===== src/rtl/tx_stm_p2s.sv =====
// STM-1 transmit parallel-to-serial: frame-tagged bytes enter a small FIFO and
// leave MSB-first on sdo at 155 MHz, with sof155 marking the first bit of a SOF byte.
module tx_stm_p2s #(
  parameter int unsigned FIFO_AW   = 2,
  parameter int unsigned PRIME_LVL = 2,
  parameter logic [7:0]  IDLE_BYTE = 8'h00
) (
  input  logic               clk155,
  input  logic               rst155,
  input  logic               en,
  input  logic [7:0]         pdi,
  input  logic               pdi_sof,
  input  logic               pdi_vld,
  output logic               pdi_rdy,
  output logic               sdo,
  output logic               sof155,
  output logic               underrun,
  output logic [FIFO_AW:0]   fifo_lvl
);

  localparam int unsigned      DEPTH   = 2 ** FIFO_AW;
  localparam logic [FIFO_AW:0] DEPTH_L = (FIFO_AW + 1)'(DEPTH);
  localparam logic [FIFO_AW:0] PRIME_L = (FIFO_AW + 1)'(PRIME_LVL);

  typedef struct packed {
    logic       sof;
    logic [7:0] data;
  } entry_t;

  typedef enum logic [1:0] {
    IDLE,
    PRIME,
    RUN
  } state_t;

  // ---------------------------------------------------------------- FIFO
  entry_t               mem [DEPTH];
  logic [FIFO_AW-1:0]   wr_ptr;
  logic [FIFO_AW-1:0]   rd_ptr;
  logic [FIFO_AW:0]     lvl;
  entry_t               head;
  logic                 wr_en;
  logic                 pop;
  logic                 fifo_empty;

  // Ready depends only on the registered level, so a pop never frees a slot
  // for a write in the same cycle.
  assign pdi_rdy    = (lvl != DEPTH_L);
  assign wr_en      = pdi_vld & pdi_rdy;
  assign fifo_empty = (lvl == '0);
  assign head       = mem[rd_ptr];
  assign fifo_lvl   = lvl;

  // NOTE: the storage array has no reset; pointers and level alone decide which entries are valid.
  always_ff @(posedge clk155) begin
    if (wr_en) mem[wr_ptr] <= '{sof: pdi_sof, data: pdi};
  end

  // NOTE: sequential state uses non-blocking assignments so every register samples pre-edge values.
  always_ff @(posedge clk155 or posedge rst155) begin
    if (rst155) begin
      wr_ptr <= '0;
      rd_ptr <= '0;
      lvl    <= '0;
    end else begin
      if (wr_en) wr_ptr <= wr_ptr + 1'b1;
      if (pop)   rd_ptr <= rd_ptr + 1'b1;
      case ({wr_en, pop})
        2'b10:   lvl <= lvl + 1'b1;
        2'b01:   lvl <= lvl - 1'b1;
        default: lvl <= lvl;
      endcase
    end
  end

  // ---------------------------------------------------------- serialiser
  state_t     state;
  state_t     state_nxt;
  logic [7:0] shreg;
  logic [7:0] shreg_nxt;
  logic [2:0] cnt;
  logic [2:0] cnt_nxt;
  logic       sof_nxt;
  logic       und_nxt;

  assign sdo = shreg[7];

  // NOTE: every output of this block gets a default first, so no path can infer a latch.
  always_comb begin
    state_nxt = state;
    shreg_nxt = shreg;
    cnt_nxt   = cnt;
    sof_nxt   = 1'b0;
    und_nxt   = 1'b0;
    pop       = 1'b0;
    case (state)
      IDLE: begin
        shreg_nxt = '0;
        cnt_nxt   = '0;
        if (en) state_nxt = PRIME;
      end
      PRIME: begin
        cnt_nxt = '0;
        if (!en) begin
          state_nxt = IDLE;
        end else if (!fifo_empty) begin
          // Non-SOF heads are dropped so the line always starts on a frame.
          if (!head.sof) begin
            pop = 1'b1;
          end else if (lvl >= PRIME_L) begin
            pop       = 1'b1;
            shreg_nxt = head.data;
            sof_nxt   = 1'b1;
            state_nxt = RUN;
          end
        end
      end
      RUN: begin
        shreg_nxt = {shreg[6:0], 1'b0};
        cnt_nxt   = cnt + 3'd1;
        if (cnt == 3'd7) begin
          if (!en) begin
            shreg_nxt = '0;
            state_nxt = IDLE;
          end else if (!fifo_empty) begin
            pop       = 1'b1;
            shreg_nxt = head.data;
            sof_nxt   = head.sof;
          end else begin
            shreg_nxt = IDLE_BYTE;
            und_nxt   = 1'b1;
          end
        end
      end
      default: state_nxt = IDLE;
    endcase
  end

  always_ff @(posedge clk155 or posedge rst155) begin
    if (rst155) begin
      state    <= IDLE;
      shreg    <= '0;
      cnt      <= '0;
      sof155   <= 1'b0;
      underrun <= 1'b0;
    end else begin
      state    <= state_nxt;
      shreg    <= shreg_nxt;
      cnt      <= cnt_nxt;
      sof155   <= sof_nxt;
      underrun <= und_nxt;
    end
  end

endmodule

===== config.mk =====
export PLATFORM = sky130hd
export DESIGN_NAME = tx_stm_p2s
export DESIGN_NICKNAME = d
export VERILOG_FILES = /design/src/rtl/tx_stm_p2s.sv
export SDC_FILE = /design/constraint.sdc
export NUM_CORES = 1
export LEC_CHECK = 0
export ABC_AREA = 1
export ABC_CLOCK_PERIOD_IN_PS = 2940
export BUFFER_PORTS_ARGS = -buffer_cell sky130_fd_sc_hd__buf_2
export CAP_MARGIN = 10
export CORE_AREA = 2 2 72 74
export DETAILED_ROUTE_END_ITERATION = 10
export DIE_AREA = 0 0 74 76
export PLACE_DENSITY_LB_ADDON = 0.08
export SLEW_MARGIN = 20
export SYNTH_ARGS = -nofsm -noshare
export SYNTH_HDL_FRONTEND = slang
export SYNTH_SLANG_ARGS = --single-unit

===== constraint.sdc =====
create_clock -name clk155 -period 2.94 [get_ports clk155]
set_input_delay 0.735 -clock clk155 [delete_from_list [all_inputs] [get_ports clk155]]
set_output_delay 0.735 -clock clk155 [all_outputs]
set_load 0.05 [all_outputs]

# Word-level counts from Yosys, hierarchy flattened
# Memory sizes are Yosys's and may differ from the RTL's.
# Index checks and enable logic that the tools add are counted.
dict set report op_classes {
  bitwise 1
  order_cmp 1
  n_eq_ne 16
  n_reduce_logical 8
  n_mux 39
  n_shift 0
  n_div 0
  add_sub_neg 5
  multipliers 0
}
# cell count
set op_table {}
lappend op_table {{8-bit two-way mux} 7}
lappend op_table {{8-bit case mux with 3 select lines} 1}
lappend op_table {{1-bit two-way mux} 19}
lappend op_table {{2-bit two-way mux} 7}
lappend op_table {{2-bit inequality test (second input constant)} 7}
lappend op_table {{3-bit inequality test (second input constant)} 4}
lappend op_table {{3-bit case mux with 2 select lines} 2}
lappend op_table {{3-bit by 1-bit adder with 3-bit output (second input constant)} 2}
lappend op_table {{2-bit case mux with 3 select lines} 1}
lappend op_table {{6-bit AND reduction} 1}
lappend op_table {{5-bit AND reduction} 1}
lappend op_table {{2-bit by 1-bit adder with 2-bit output (second input constant)} 2}
lappend op_table {{2-bit by 1-bit equality test with 1-bit output (second input constant)} 2}
lappend op_table {{2-bit equality test (second input constant)} 2}
lappend op_table {{1-bit case mux with 2 select lines} 2}
lappend op_table {{2-bit nonzero test} 2}
lappend op_table {{3-bit equality test (second input constant)} 1}
lappend op_table {{3-bit by 2-bit greater-or-equal comparator with 1-bit output (second input constant)} 1}
lappend op_table {{3-bit zero test} 1}
lappend op_table {{3-bit nonzero test} 1}
lappend op_table {{3-bit by 1-bit subtractor with 3-bit output (second input constant)} 1}
lappend op_table {{2-bit zero test} 1}
lappend op_table {{2-bit OR reduction} 1}
lappend op_table {{1-bit AND} 1}
dict set report totals {
  ram_bits 36
  latchBits 0
  mem_count 1
  out_inout_bits 7
  rom_bits 0
  word_cells 79
  inputBits 13
  ff_bits 22
}
# name words width rd rd_ports_with_merged_regs wr line_no
set memory_table {}
lappend memory_table {mem 4 9 1 0 1 37} ;# entry_t mem [DEPTH];

# Longest topological paths before layout
# Gate-level depths: netlist (run 1).
dict set report logic_depth {
  word_depth 8
  depth_mapped 14
  depth_no_buf 14
}

# Worst setup path before layout (run 1)
# No wires, ideal clock.
dict set report synth_timing {
  kind {register to register}
  start {register lvl[2] (netlist: fifo_lvl[2])}
  end {register lvl[2] (netlist: fifo_lvl[2])}
  path_stages_with_launch 9
  slack_ns 0.211
  arrival_time_ns 2.584
  required_time_ns 2.795
  period_less_slack_ns 2.729
  n_path_buf 0
  setup_time_ns 0.145
  cell_sequence {dfrtp_1 > nand3_1 > nand2_1 > ha_1 > inv_1 > fa_1 > a21oi_1 > o21ai_0 > xnor2_1}
}
dict set report synth_via {
  word_cells_on_any_way 18
  classes_between {add/sub: 2; order compare: 1; eq/ne: 3; mux: 9; bitwise: 1; reduce/logical: 2}
}
# item line_no
set synth_lines {}
lappend synth_lines {{from (decl)} 40} ;# logic [FIFO_AW:0] lvl;
lappend synth_lines {{from (signal assigned)} 69} ;# 2'b10: lvl <= lvl + 1'b1;
lappend synth_lines {{from (signal assigned)} 70} ;# 2'b01: lvl <= lvl - 1'b1;
lappend synth_lines {{from (signal assigned)} 71} ;# default: lvl <= lvl;
lappend synth_lines {{3-bit inequality test *} 48} ;# assign pdi_rdy = (lvl != DEPTH_L);
lappend synth_lines {{named net pdi_rdy} 14} ;# output logic pdi_rdy,
lappend synth_lines {{1-bit AND *} 49} ;# assign wr_en = pdi_vld & pdi_rdy;
lappend synth_lines {{2-bit by 1-bit equality test with 1-bit output or 2-bit equality test (tied branches)} 68} ;# case ({wr_en, pop})
lappend synth_lines {{3-bit case mux with 2 select lines or 2-bit nonzero test (tied branches)} n/a}
# Mark *: on every way through the listed nets, which the timed path passes. The rest lies on a longest branch.
# A chain may end at the register's enable or synchronous reset.

# Worst setup path after layout (run 1)
dict set report layout_timing {
  start {register state[0]}
  end {register lvl[2] (netlist: fifo_lvl[2])}
}
dict set report layout_via {
  elab_chain_cells 4
  word_cells_on_any_way 7
  classes_between {eq/ne: 4; mux: 2; reduce/logical: 1}
}
# item line_no
set layout_lines {}
lappend layout_lines {{from (decl)} 77} ;# state_t state;
lappend layout_lines {{from (signal assigned)} 147} ;# state <= state_nxt;
lappend layout_lines {{2-bit equality test or 2-bit by 1-bit equality test with 1-bit output (tied branches)} 96} ;# case (state)
lappend layout_lines {{1-bit case mux with 2 select lines *} 96}
lappend layout_lines {{named net pop} 43} ;# logic pop;
lappend layout_lines {{2-bit by 1-bit equality test with 1-bit output or 2-bit equality test (tied branches)} 68}
lappend layout_lines {{3-bit case mux with 2 select lines or 2-bit nonzero test (tied branches)} n/a}
# Marks and branches as above.

==> results of run 1 <==
-- placed cells by master, fill, tap and decap left out, drive strengths merged --
master,synthesis,routed
clkinv,0,3
xor2,2,2
o21ai,8,8
xnor2,2,2
buf,5,25
dfrtp,22,22
nand3,31,31
ha,11,11
nand4,2,2
fa,1,1
nand2,111,111
clkbuf,1,12
nor3,1,1
inv,35,35
edfxtp,36,36
a21oi,4,4
nor2,13,13
clkinvlp,0,1
-- registers in the layout, summed over array words and instances (netlist names) --
signal / flops
underrun: 1
fifo_lvl: 3
wr_ptr: 2
rd_ptr: 2
cnt: 3
shreg: 8
state: 2
mem: 36
sof155: 1
-- per-layer routing --
layer / vias up / part of all wire
met5: - / 0
met3: 9 / 0.039
li1: 969 / -
met2: 42 / 0.48
met4: 0 / 0.018
met1: 863 / 0.46
-- critical path, cell delays in order, from the launching register on --
cell and delay [ns]:
sky130_fd_sc_hd__dfrtp_1 0.39, sky130_fd_sc_hd__inv_1 0.08, sky130_fd_sc_hd__ha_1 0.49, sky130_fd_sc_hd__nand2_1 0.09, sky130_fd_sc_hd__nor2_1 0.12, sky130_fd_sc_hd__nand2_2 0.08, sky130_fd_sc_hd__nand2_4 0.09, sky130_fd_sc_hd__ha_1 0.14
sky130_fd_sc_hd__inv_1 0.07, sky130_fd_sc_hd__fa_1 0.38, sky130_fd_sc_hd__a21oi_1 0.14, sky130_fd_sc_hd__o21ai_0 0.13, sky130_fd_sc_hd__xnor2_1 0.16
-- cells by family after synthesis --
group / Yosys count / share of synthesized area
DFF: 58 / 0.5869
and+or+nand+nor: 158 / 0.2511
xor gates and xnor gates: 4 / 0.01530
buffers and inverters: 41 / 0.06705
AOI/OAI and AO/OA: 12 / 0.02295
adders and majority gates: 12 / 0.05671
-- worst max path at each step --
stage	cells past startpoint	start	endpoint	slack [ns]
6_report	12	state[0]	fifo_lvl[2]	0.44
5_1_grt	12	state[0]	fifo_lvl[2]	0.15
4_1_cts	12	state[0]	fifo_lvl[2]	0.44
3_5_place_dp	13	en	fifo_lvl[2]	0.40
3_3_place_gp	13	en	fifo_lvl[2]	0.50
2_1_floorplan	8	fifo_lvl[2]	fifo_lvl[2]	0.21
-- layout make-up --
| cell class | instances | area (sq um) | area share |
|---|---|---|---|
| Clock buffer | 12 | 135.1 | 0.04344 |
| Tap cell | 70 | 87.58 | 0.02816 |
| Sequential cell | 58 | 1632 | 0.5245 |
| Multi-Input combinational cell | 186 | 962.2 | 0.3093 |
| Clock inverter | 4 | 20.02 | 0.006436 |
| Timing Repair Buffer | 25 | 140.1 | 0.04505 |
| Inverter | 35 | 133.9 | 0.04304 |
-- power by group --
| part | total [mW] | internal, mW | switching [mW] | leakage, nW |
|---|---|---|---|---|
| registers | 1.20 | 1.06 | 0.131 | 0.617 |
| clock network | 0.589 | 0.299 | 0.290 | 0.0754 |
| logic | 1.25 | 0.390 | 0.857 | 0.790 |
==> metrics.log, run 1 <==
[metrics] synth unique cells: 26
[metrics] final hold slack: roughly 0.48 ns
[metrics] # setup viols final: 0
[metrics] number of global-route vias before repair: ~1900
[metrics] destination of the worst register-to-register timing path: fifo_lvl[2]
[metrics] Maximum Capacitance Violations: 0
[metrics] category of the worst setup path capture point: register
[metrics] Sink Count: between 50 and 60
[metrics] Synth area leader: sky130_fd_sc_hd__edfxtp_1
[metrics] Register-to-Register Path Depth: 12
[metrics] EDFF count, synth: 36
[metrics] hold depth: 2
[metrics] residual antenna-violating net count after detailed routing: 0
[metrics] outcome: completed
[metrics] routed wire length per instance: 12.52 um
[metrics] Post-DP Area: 2955 sq um
[metrics] final routed DRC violation total: 0
[metrics] worst hold start: shreg[7]
[metrics] pin slew with the least headroom to its limit: 0.8342 ns
[metrics] Max H-tree Level: 3
[metrics] Post-Syn Area per Cell: slightly below 10 sq um
[metrics] HPWL after detailed placement: between 3000 and 4000 um
[metrics] combined area of all synthesized cells: roughly 2800 sq um
[metrics] final worst path period share: 0.8491
[metrics] DRC marker count from the first detailed-route iteration: between 100 and 150
[metrics] buffers inserted by post-CTS timing repair: 0
[metrics] total CTS buffers: 9
[metrics] CTS tree: done
[metrics] setup slack, reg-to-reg: approximately 0.44 ns
[metrics] Hold-fix buffers, CTS: 0
[metrics] setup slack after layout: 0.4438 ns
[metrics] global placement routability congestion: 0.7651
[metrics] starting density of the core: 0.5660
[metrics] Yosys warnings: 0
[metrics] leakage power: 1.483 nW
[metrics] share of cells above drive strength 1: 0.1719
[metrics] Mapped Nets: 310
[metrics] highest attainable clock frequency: 0.4006 GHz
[metrics] Clock Root Buffer: sky130_fd_sc_hd__clkbuf_8
[metrics] max-slew headroom at the worst pin: 0.4433
[metrics] final net count: 340
[metrics] post-synthesis to final-layout area growth: 11.88%
[metrics] Site Rows: 26
[metrics] DIE AREA: around 5600 sq um
[metrics] number of pins exceeding their max-slew limit in the final report: 0
[metrics] worst slack, placed: 0.3955 ns
[metrics] post-route setup TNS: 0 ns
[metrics] Worst Path Max Fanout: 10
[metrics] met1 usage: 0.2720
[metrics] VDD IR-drop max: 694.7 uV
[metrics] cell count after synthesis: approximately 290
[metrics] Global Route met2 Usage: 0.3098
[metrics] most used flip-flop cell after synthesis: sky130_fd_sc_hd__edfxtp_1
[metrics] share of the synthesized area in the top cell type: 0.3888
[metrics] Cell Count Post-Placement: 374
[metrics] number of vias per cell: 4.828
[metrics] layer with the highest usage: met2
[metrics] Total Wirelength: 4883 um
[metrics] crit path kind: reg -> reg
[metrics] number of port buffers: 19
[metrics] top-count cell post-synth: sky130_fd_sc_hd__nand2_1
[metrics] Pwr per Cell Area: roughly 970 nW/um^2
[metrics] maximum number of buffers from clock root to sink: 2
[metrics] fraction of the yosys area taken by sequential cells: 0.5869
[metrics] end of the worst hold path: shreg[7]
[metrics] io pins: 20
[metrics] fin cells: about 400
[metrics] final clock skew: slightly below 0.009 ns
[metrics] top cells by area, synth: sky130_fd_sc_hd__edfxtp_1 39%, sky130_fd_sc_hd__dfrtp_1 20%, sky130_fd_sc_hd__nand2_1 14%
[metrics] grt ovf: 0
[metrics] antenna violations before repair: 0
[metrics] pin count of the biggest net entering global routing: 23
[metrics] number of filler cells placed in the layout: approximately 420
[metrics] most common library cells after synthesis: 103 x sky130_fd_sc_hd__nand2_1, 36 x sky130_fd_sc_hd__edfxtp_1, 31 x sky130_fd_sc_hd__inv_1
[metrics] DRT Pass-1 Iters: 4
[metrics] worst min-delay path class: reg -> reg
[metrics] clock-pin slew on the worst setup and hold paths: ~0.060 ns
[metrics] global-route wire length before repair: 8562 um
[metrics] Vert. Die Dim: between 70 and 80 um
[metrics] unrepaired setup endpoints after global routing: no
[metrics] DR vias: about 1900
[metrics] global routing usage on met3: 0.03968
[metrics] diode count: 0
[metrics] Placeable Area: roughly 5000 sq um
[metrics] All-Layer GR Usage: 0.2045
[metrics] required time worst endpoint: between 3 and 4 ns
[metrics] final-report hold violation count: 0
[metrics] chip width: ~74 um
[metrics] Post-synth ARST share: 0.3793
[metrics] clock latency reported for the late side of the worst-skew pair: around 0.33 ns
[metrics] number of storage elements in the synthesis netlist: 58
[metrics] source of the worst register-to-register timing path: state[0]
[metrics] utilization after layout: 0.6332
[metrics] kind of start point of the critical path: register
[metrics] area of all placed cells without fillers: slightly above 3000 sq um
[metrics] Data arrival, critical path: around 2.7 ns
[metrics] min cycle time layout: roughly 2.5 ns
[metrics] sum of internal, switching and leakage power: just over 3 mW
[metrics] PostCTS Resize Cnt: 0
Note: power is estimated with default switching activity, not from simulation.
==> inputs of run 2 (changes only) <==
--- a/config.mk
+++ b/config.mk
@@ -5,13 +5,13 @@
 export SDC_FILE = /design/constraint.sdc
 export NUM_CORES = 1
 export LEC_CHECK = 0
-export ABC_AREA = 1
-export ABC_CLOCK_PERIOD_IN_PS = 2940
+export ABC_AREA = 0
+export ABC_CLOCK_PERIOD_IN_PS = 2400
 export BUFFER_PORTS_ARGS = -buffer_cell sky130_fd_sc_hd__buf_2
 export CAP_MARGIN = 10
-export CORE_AREA = 2 2 72 74
+export CORE_AREA = 2 2 71 73
 export DETAILED_ROUTE_END_ITERATION = 10
-export DIE_AREA = 0 0 74 76
+export DIE_AREA = 0 0 73 75
 export PLACE_DENSITY_LB_ADDON = 0.08
 export SLEW_MARGIN = 20
 export SYNTH_ARGS = -nofsm -noshare
==> constraint.sdc (replaced) <==
create_clock -name clk155 -period 2.4 [get_ports clk155]
set_input_delay 0.6 -clock clk155 [delete_from_list [all_inputs] [get_ports clk155]]
set_output_delay 0.6 -clock clk155 [all_outputs]
set_load 0.05 [all_outputs]
==> run 2 against run 1 <==
Effect of this change: combinational power rose by 30%; highest routed layer unchanged; largest power group unchanged; global-route usage fell by 0.36 points; sequential share of layout area fell by 1.3 points.
==> metrics.log, run 2 <==
[metrics] outcome: completed
[metrics] io pins: 20
[metrics] final worst path period share: 0.9762
[metrics] DRC marker count from the first detailed-route iteration: between 100 and 150
[metrics] final routed DRC violation total: 0
[metrics] cells traversed along the worst timing path: mux4_2 > a21boi_2 > o21a_1 > ha_2 > inv_1 > fa_2 > xor2_1 > nor2_1 > xor2_1
[metrics] pin count of the biggest net entering global routing: 17
[metrics] worst setup path endpoint: fifo_lvl[2]
[metrics] number of pins exceeding their max-slew limit in the final report: 0
[metrics] final net count: 241
[metrics] starting density of the core: 0.5839
[metrics] DRT met1 WL: 2111 um
[metrics] Mapped Nets: roughly 210
[metrics] Critical Path Most Common Cell: sky130_fd_sc_hd__xor2_1
[metrics] CTS tree: done
[metrics] EDFF count, synth: 36
[metrics] residual antenna-violating net count after detailed routing: 0
[metrics] combinational power share: 0.385
[metrics] Maximum Capacitance Violations: 0
[metrics] net switching fraction of the power: 0.3492
[metrics] global placement routability congestion: 0.7671
[metrics] clock share of power: 0.261
[metrics] crit path max-delay cell type: sky130_fd_sc_hd__mux4_2
[metrics] Hold-fix buffers, CTS: 0
[metrics] final clock skew: between 0.009 and 0.01 ns
[metrics] number of filler cells placed in the layout: around 310
[metrics] number of vias per cell: 5.865
[metrics] worst min-delay path class: in -> async
[metrics] All-Layer GR Usage: 0.2008
[metrics] sum of internal, switching and leakage power: 4.236 mW
[metrics] share of the synthesized area in the top cell type: 0.3972
[metrics] Vert. Die Dim: 75 um
[metrics] share of cells above drive strength 1: 0.2896
[metrics] fin cells: 275
[metrics] Data arrival, critical path: around 2.6 ns
[metrics] DRT Pass-1 Iters: 4
[metrics] Pwr per Cell Area: 1328 nW/um^2
[metrics] most used flip-flop cell after synthesis: sky130_fd_sc_hd__edfxtp_1
[metrics] critical path depth in cells: 9
[metrics] routed wire length per instance: 17.27 um
[metrics] global-route wire length before repair: 7838 um
[metrics] leading registers by flop count: mem: 36 flops, shreg: 8 flops
[metrics] Net Switching: approximately 1.5 mW
[metrics] area of all placed cells without fillers: between 3000 and 4000 sq um
[metrics] unrepaired setup endpoints after global routing: yes
[metrics] top register by number of flip-flops: mem
[metrics] most common library cells after synthesis: 36 x sky130_fd_sc_hd__edfxtp_1, 22 x sky130_fd_sc_hd__dfrtp_1, 11 x sky130_fd_sc_hd__ha_1
[metrics] fraction of the yosys area taken by sequential cells: 0.5995
[metrics] total CTS buffers: 9
[metrics] number of flip-flops in the largest register: 36
[metrics] fraction of power consumed by sequential logic: 0.354
[metrics] maximum number of buffers from clock root to sink: 2
[metrics] diode count: 0
[metrics] wire length on met2: roughly 2400 um
[metrics] worst stage delay on the critical path: 0.51 ns
[metrics] Post-DP Area: 2903 sq um
[metrics] Post-Syn Area per Cell: 14.87 sq um
[metrics] utilization after layout: 0.6843
[metrics] highest attainable clock frequency: between 0.4 and 0.5 GHz
[metrics] commonest cells after routing, fill and taps aside: 36 x sky130_fd_sc_hd__edfxtp_1, 21 x sky130_fd_sc_hd__dfrtp_1, 19 x sky130_fd_sc_hd__buf_2
[metrics] synth unique cells: 37
[metrics] # setup viols final: 0
[metrics] cell count after synthesis: ~180
[metrics] crit path kind: reg -> reg
[metrics] Max H-tree Level: 3
[metrics] number of port buffers: 19
[metrics] final-report hold violation count: 0
[metrics] max-slew headroom at the worst pin: 0.5978
[metrics] startpoint of the most critical setup path: mem[0][8]
[metrics] grt ovf: 0
[metrics] top cells by area, synth: sky130_fd_sc_hd__edfxtp_1 40%, sky130_fd_sc_hd__dfrtp_1 20%, sky130_fd_sc_hd__mux4_1 7.7%
[metrics] Register-to-Register Path Depth: 9
[metrics] leakage power: about 1.3 nW
[metrics] Sink Count: 58
[metrics] internal power: 2.757 mW
[metrics] post-synthesis to final-layout area growth: 17.20%
[metrics] Cell Count Post-Placement: between 200 and 300
[metrics] Clock Root Buffer: sky130_fd_sc_hd__clkbuf_8
[metrics] clock-pin slew on the worst setup and hold paths: approximately 0.070 ns
[metrics] Post-synth ARST share: 0.3793
[metrics] cell family contributing the most delay on the critical path: multiplexers
[metrics] length of routed met3 wiring: approximately 180 um
[metrics] Bufs and invs on worst path: 1
[metrics] min cycle time layout: between 2 and 2.5 ns
[metrics] pin slew with the least headroom to its limit: approximately 0.6 ns
[metrics] top-count cell post-synth: sky130_fd_sc_hd__edfxtp_1
[metrics] DIE AREA: around 5500 sq um
[metrics] HPWL after detailed placement: around 3200 um
[metrics] VDD IR-drop max: between 700 and 800 uV
[metrics] kind of start point of the critical path: register
[metrics] required time worst endpoint: 2.65 ns
[metrics] Worst Path Max Fanout: 2
[metrics] DR vias: between 1500 and 2000
[metrics] Top Metal Used: met4
[metrics] setup slack, reg-to-reg: 0.06 ns
[metrics] destination of the worst register-to-register timing path: fifo_lvl[2]
[metrics] number of storage elements in the synthesis netlist: 58
[metrics] Site Rows: 25
[metrics] antenna violations before repair: 0
[metrics] clock latency reported for the late side of the worst-skew pair: approximately 0.33 ns
[metrics] chip width: ~73 um
[metrics] Synth area leader: sky130_fd_sc_hd__edfxtp_1
[metrics] combined area of all synthesized cells: 2721 sq um
[metrics] final hold slack: ~0.22 ns
[metrics] most common cell after layout, fill and taps aside: sky130_fd_sc_hd__edfxtp_1
[metrics] Yosys warnings: 0
[metrics] source of the worst register-to-register timing path: mem[0][8]
[metrics] number of global-route vias before repair: around 1600
[metrics] category of the worst setup path capture point: register
[metrics] Total Wirelength: around 4800 um
[metrics] Placeable Area: 4661 sq um
==> run 2: cell types whose count changed after synthesis, moves of 8 or more <==
cell / change
sky130_fd_sc_hd__mux2_2: +9
sky130_fd_sc_hd__mux4_1: +8
sky130_fd_sc_hd__nand3_1: -27
sky130_fd_sc_hd__nand2_1: -95
sky130_fd_sc_hd__inv_1: -21
==> run 2: cell type report <==
type	count	area, sq um	area share
sequential	58	1633	0.5120
timing repair buffer	30	177.7	0.05571
clock buffer	9	123.9	0.03884
multi-input combinational	107	1025	0.3213
inverter	10	37.54	0.01177
clock inverter	7	125.1	0.03923
tap	54	67.56	0.02118
==> run 2: kinds of logic (layout without fill, tap and decap cells) <==
| group | after synthesis | in the layout | share of synthesized area |
|---|---|---|---|
| AOI/OAI and AO/OA | 32 | 32 | 0.08093 |
| xor gates and xnor gates | 6 | 6 | 0.01931 |
| DFF | 58 | 58 | 0.5995 |
| muxes | 23 | 23 | 0.1412 |
| and+or+nand+nor | 34 | 34 | 0.06989 |
| adders and majority gates | 12 | 12 | 0.05793 |
| buffers and inverters | 18 | 56 | 0.03126 |
==> run 2: layer usage <==
metal / vias up / global-route usage
met5: - / 0
met4: 0 / 0.09259
met3: 9 / 0.05221
met2: 42 / 0.3353
met1: 797 / 0.2475
li1: 765 / -
==> run 2: worst min path at each step <==
stage | depth (start not counted) | endpoint | from | slack (ns)
finish | 2 | underrun | rst155 | 0.22
global route | 2 | shreg[7] | rst155 | 0.26
CTS | 2 | underrun | rst155 | 0.23
detailed placement | 2 | cnt[1] | cnt[1] | 0.49
global placement | 2 | cnt[1] | cnt[1] | 0.47
floorplan | 2 | cnt[1] | cnt[1] | 0.45
==> run 2: power groups by stage <==
| stage | clock network [mW] | logic, mW | registers (mW) |
|---|---|---|---|
| floorplan | 0 | 1.12 | 1.60 |
| global placement | 0 | 1.54 | 1.49 |
| detailed placement | 0 | 1.59 | 1.52 |
| CTS | 1.11 | 1.61 | 1.50 |
| global route | 1.16 | 1.79 | 1.53 |
| finish | 1.11 | 1.63 | 1.50 |
==> run 2: timing repair <==
action | 4_1_cts | 5_1_grt
gates resized for setup | 3 | 2
endpoints found under the setup margin | 1 | 8
pin swaps | 4 | 4
buffers inserted | 2 | 2
==> run 2: stage by stage <==
| stage | setup TNS [ns] | setup slack [ns] |
|---|---|---|
| after floorplan | 0 | 0.02021 |
| after global placement | 0 | 0.06765 |
| after detailed placement | -0.1148 | -0.1148 |
| after CTS | 0 | 0.007005 |
| after global routing | -0.08630 | -0.08630 |
| final | 0 | 0.05706 |
==> inputs of run 3 (changes only) <==
--- a/config.mk
+++ b/config.mk
@@ -13,6 +13,7 @@
 export DETAILED_ROUTE_END_ITERATION = 10
 export DIE_AREA = 0 0 73 75
 export PLACE_DENSITY_LB_ADDON = 0.08
+export REMOVE_ABC_BUFFERS = 1
 export SLEW_MARGIN = 20
 export SYNTH_ARGS = -nofsm -noshare
 export SYNTH_HDL_FRONTEND = slang
==> run 3 against run 2 <==
Effect of this change: global-route usage is 0.16 points lower; via count is 0.81% lower; sequential share of layout area is 1.2 points higher; fmax hardly changed; sequential power hardly changed; combinational power hardly changed; non-clock buffer count is 3 lower; worst setup slack worse by 0.0022 ns; wire length is 0.25% lower.
==> metrics.log, run 3 (synthesis results as in run 2) <==
[metrics] chip width: approximately 73 um
[metrics] highest attainable clock frequency: ~0.43 GHz
[metrics] outcome: completed
[metrics] leakage power: between 1 and 1.5 nW
[metrics] Global Route met2 Usage: 0.3413
[metrics] pin count of the biggest net entering global routing: 23
[metrics] All-Layer GR Usage: 0.1992
[metrics] final net count: about 240
[metrics] sum of internal, switching and leakage power: 4.057 mW
[metrics] post-route setup TNS: 0 ns
[metrics] Site Rows: 25
[metrics] most common cell after layout, fill and taps aside: sky130_fd_sc_hd__edfxtp_1
[metrics] min cycle time layout: approximately 2.3 ns
[metrics] number of port buffers: 19
[metrics] Vert. Die Dim: ~75 um
[metrics] layer with the highest usage: met2
[metrics] setup slack after layout: around 0.055 ns
[metrics] leading registers by flop count: mem: 36 flops, shreg: 8 flops
[metrics] number of flip-flops in the largest register: 36
[metrics] VDD IR-drop max: just under 700 uV
[metrics] clock-pin slew on the worst setup and hold paths: roughly 0.06 ns
[metrics] clock latency reported for the late side of the worst-skew pair: 0.32 ns
[metrics] HPWL after detailed placement: about 3300 um
[metrics] required time worst endpoint: about 2.6 ns
[metrics] worst stage delay on the critical path: between 0.5 and 0.6 ns
[metrics] pin slew with the least headroom to its limit: 0.5546 ns
[metrics] final-report hold violation count: 0
[metrics] max-slew headroom at the worst pin: 0.6286
[metrics] Max H-tree Level: 3
[metrics] final routed DRC violation total: 0
[metrics] routed wire length per instance: 17.42 um
[metrics] final worst path period share: 0.9771
[metrics] met1 usage: 0.2302
[metrics] DRC marker count from the first detailed-route iteration: 96
[metrics] utilization after layout: 0.6679
[metrics] Critical Path Most Common Cell: sky130_fd_sc_hd__xor2_1
[metrics] fin cells: between 200 and 300
[metrics] share of cells above drive strength 1: 0.2661
[metrics] Worst Path Max Fanout: 2
[metrics] unrepaired setup endpoints after global routing: yes
[metrics] global routing usage on met3: 0.04819
[metrics] kind of start point of the critical path: register
[metrics] Maximum Capacitance Violations: 0
[metrics] number of vias per cell: 5.882
[metrics] final clock skew: between 0.007 and 0.008 ns
[metrics] Total Wirelength: approximately 4700 um
[metrics] worst min-delay path class: in -> async
[metrics] total CTS buffers: 9
[metrics] antenna violations before repair: 0
[metrics] DRT Pass-1 Iters: 4
[metrics] Clock Root Buffer: sky130_fd_sc_hd__clkbuf_8
[metrics] global placement routability congestion: 0.7768
[metrics] top register by number of flip-flops: mem
[metrics] DIE AREA: 5475 sq um
[metrics] post-synthesis to final-layout area growth: 14.39%
[metrics] maximum number of buffers from clock root to sink: 2
[metrics] Cell Count Post-Placement: around 260
[metrics] crit path kind: reg -> reg
[metrics] # setup viols final: 0
[metrics] starting density of the core: 0.5839
[metrics] Data arrival, critical path: approximately 2.6 ns
[metrics] final hold slack: a little over 0.3 ns
[metrics] CTS tree: done
[metrics] residual antenna-violating net count after detailed routing: 0
[metrics] number of global-route vias before repair: about 1700
[metrics] Pwr per Cell Area: ~1300 nW/um^2
[metrics] category of the worst setup path capture point: register
[metrics] Post-DP Area: 2889 sq um
[metrics] global-route wire length before repair: between 7000 and 8000 um
[metrics] diode count: 0
[metrics] commonest cells after routing, fill and taps aside: 36 x sky130_fd_sc_hd__edfxtp_1, 22 x sky130_fd_sc_hd__dfrtp_1, 19 x sky130_fd_sc_hd__buf_2
[metrics] cells traversed along the worst timing path: mux4_2 > a21boi_2 > o21a_1 > ha_2 > inv_2 > fa_2 > xor2_1 > nor2_1 > xor2_1
[metrics] DR vias: 1600
[metrics] area of all placed cells without fillers: just over 3000 sq um
[metrics] Sink Count: 58
[metrics] worst slack, placed: -0.03299 ns
[metrics] number of pins exceeding their max-slew limit in the final report: 0
[metrics] crit path max-delay cell type: sky130_fd_sc_hd__mux4_2
[metrics] io pins: 20
[metrics] grt ovf: 0
[metrics] Placeable Area: about 4700 sq um
==> run 3: cell types whose count changed in the layout (fill, tap and decap cells not counted), sizes merged <==
cell | previous run | this run
bufinv | 3 | 2
clkbuf | 9 | 10
inv | 11 | 10
buf | 30 | 27
clkinvlp | 0 | 1
==> run 3: worst max-delay path, delay by kind of cell (launching register included) <==
kind | cells | cell delay, ns
AOI/OAI and AO/OA | 2 | 0.35
and+or+nand+nor | 1 | 0.13
buffers and inverters | 1 | 0.04
muxes | 1 | 0.53
adders and majority gates | 2 | 0.53
DFF | 1 | 0.37
xor gates and xnor gates | 2 | 0.31
==> run 3: power breakdown <==
part	leakage (nW)	switching, mW	internal, mW
Sequential	0.617	0.158	1.34
Combinational	0.573	0.908	0.713
Clock	0.104	0.366	0.577
Total	1.29	1.43	2.63
==> run 3: per-layer routing <==
metal  wire [um]  vias up  share of wire
met3         165        8          0.035
met4          78        0          0.016
met1        1959      796           0.41
li1            -      757              -
met2        2535       39           0.54
met5           0        -              0
==> run 3: final cells by class <==
class,instances,area (sq um)
clock inverters,6,81.33
well taps,54,67.56
multi-input cells,107,1012
inverters,10,37.54
fillers,329,1548
repair buffers,27,155.1
clock buffers,10,127.6
flip-flops and latches,58,1632
==> run 3: final timing paths <==
| path | from | to | slack [ns] | cells after the start |
|---|---|---|---|---|
| min in group clk155 | pdi[2] | mem[3][2] | 0.49 | 1 |
| max in group asynchronous | rst155 | wr_ptr[1] | 1.87 | 3 |
| max reg2reg | rd_ptr[0] | fifo_lvl[2] | 0.05 | 9 |
| min reg2reg | cnt[1] | cnt[1] | 0.50 | 2 |
| max | rd_ptr[0] | fifo_lvl[2] | 0.05 | 9 |
| min | rst155 | fifo_lvl[2] | 0.30 | 3 |
==> run 3: what timing repair did <==
action	4_1_cts	5_1_grt
pin swaps	1	4
setup endpoints to repair	1	8
hold buffers	0	0
setup buffers	0	1
gates resized for setup	2	4
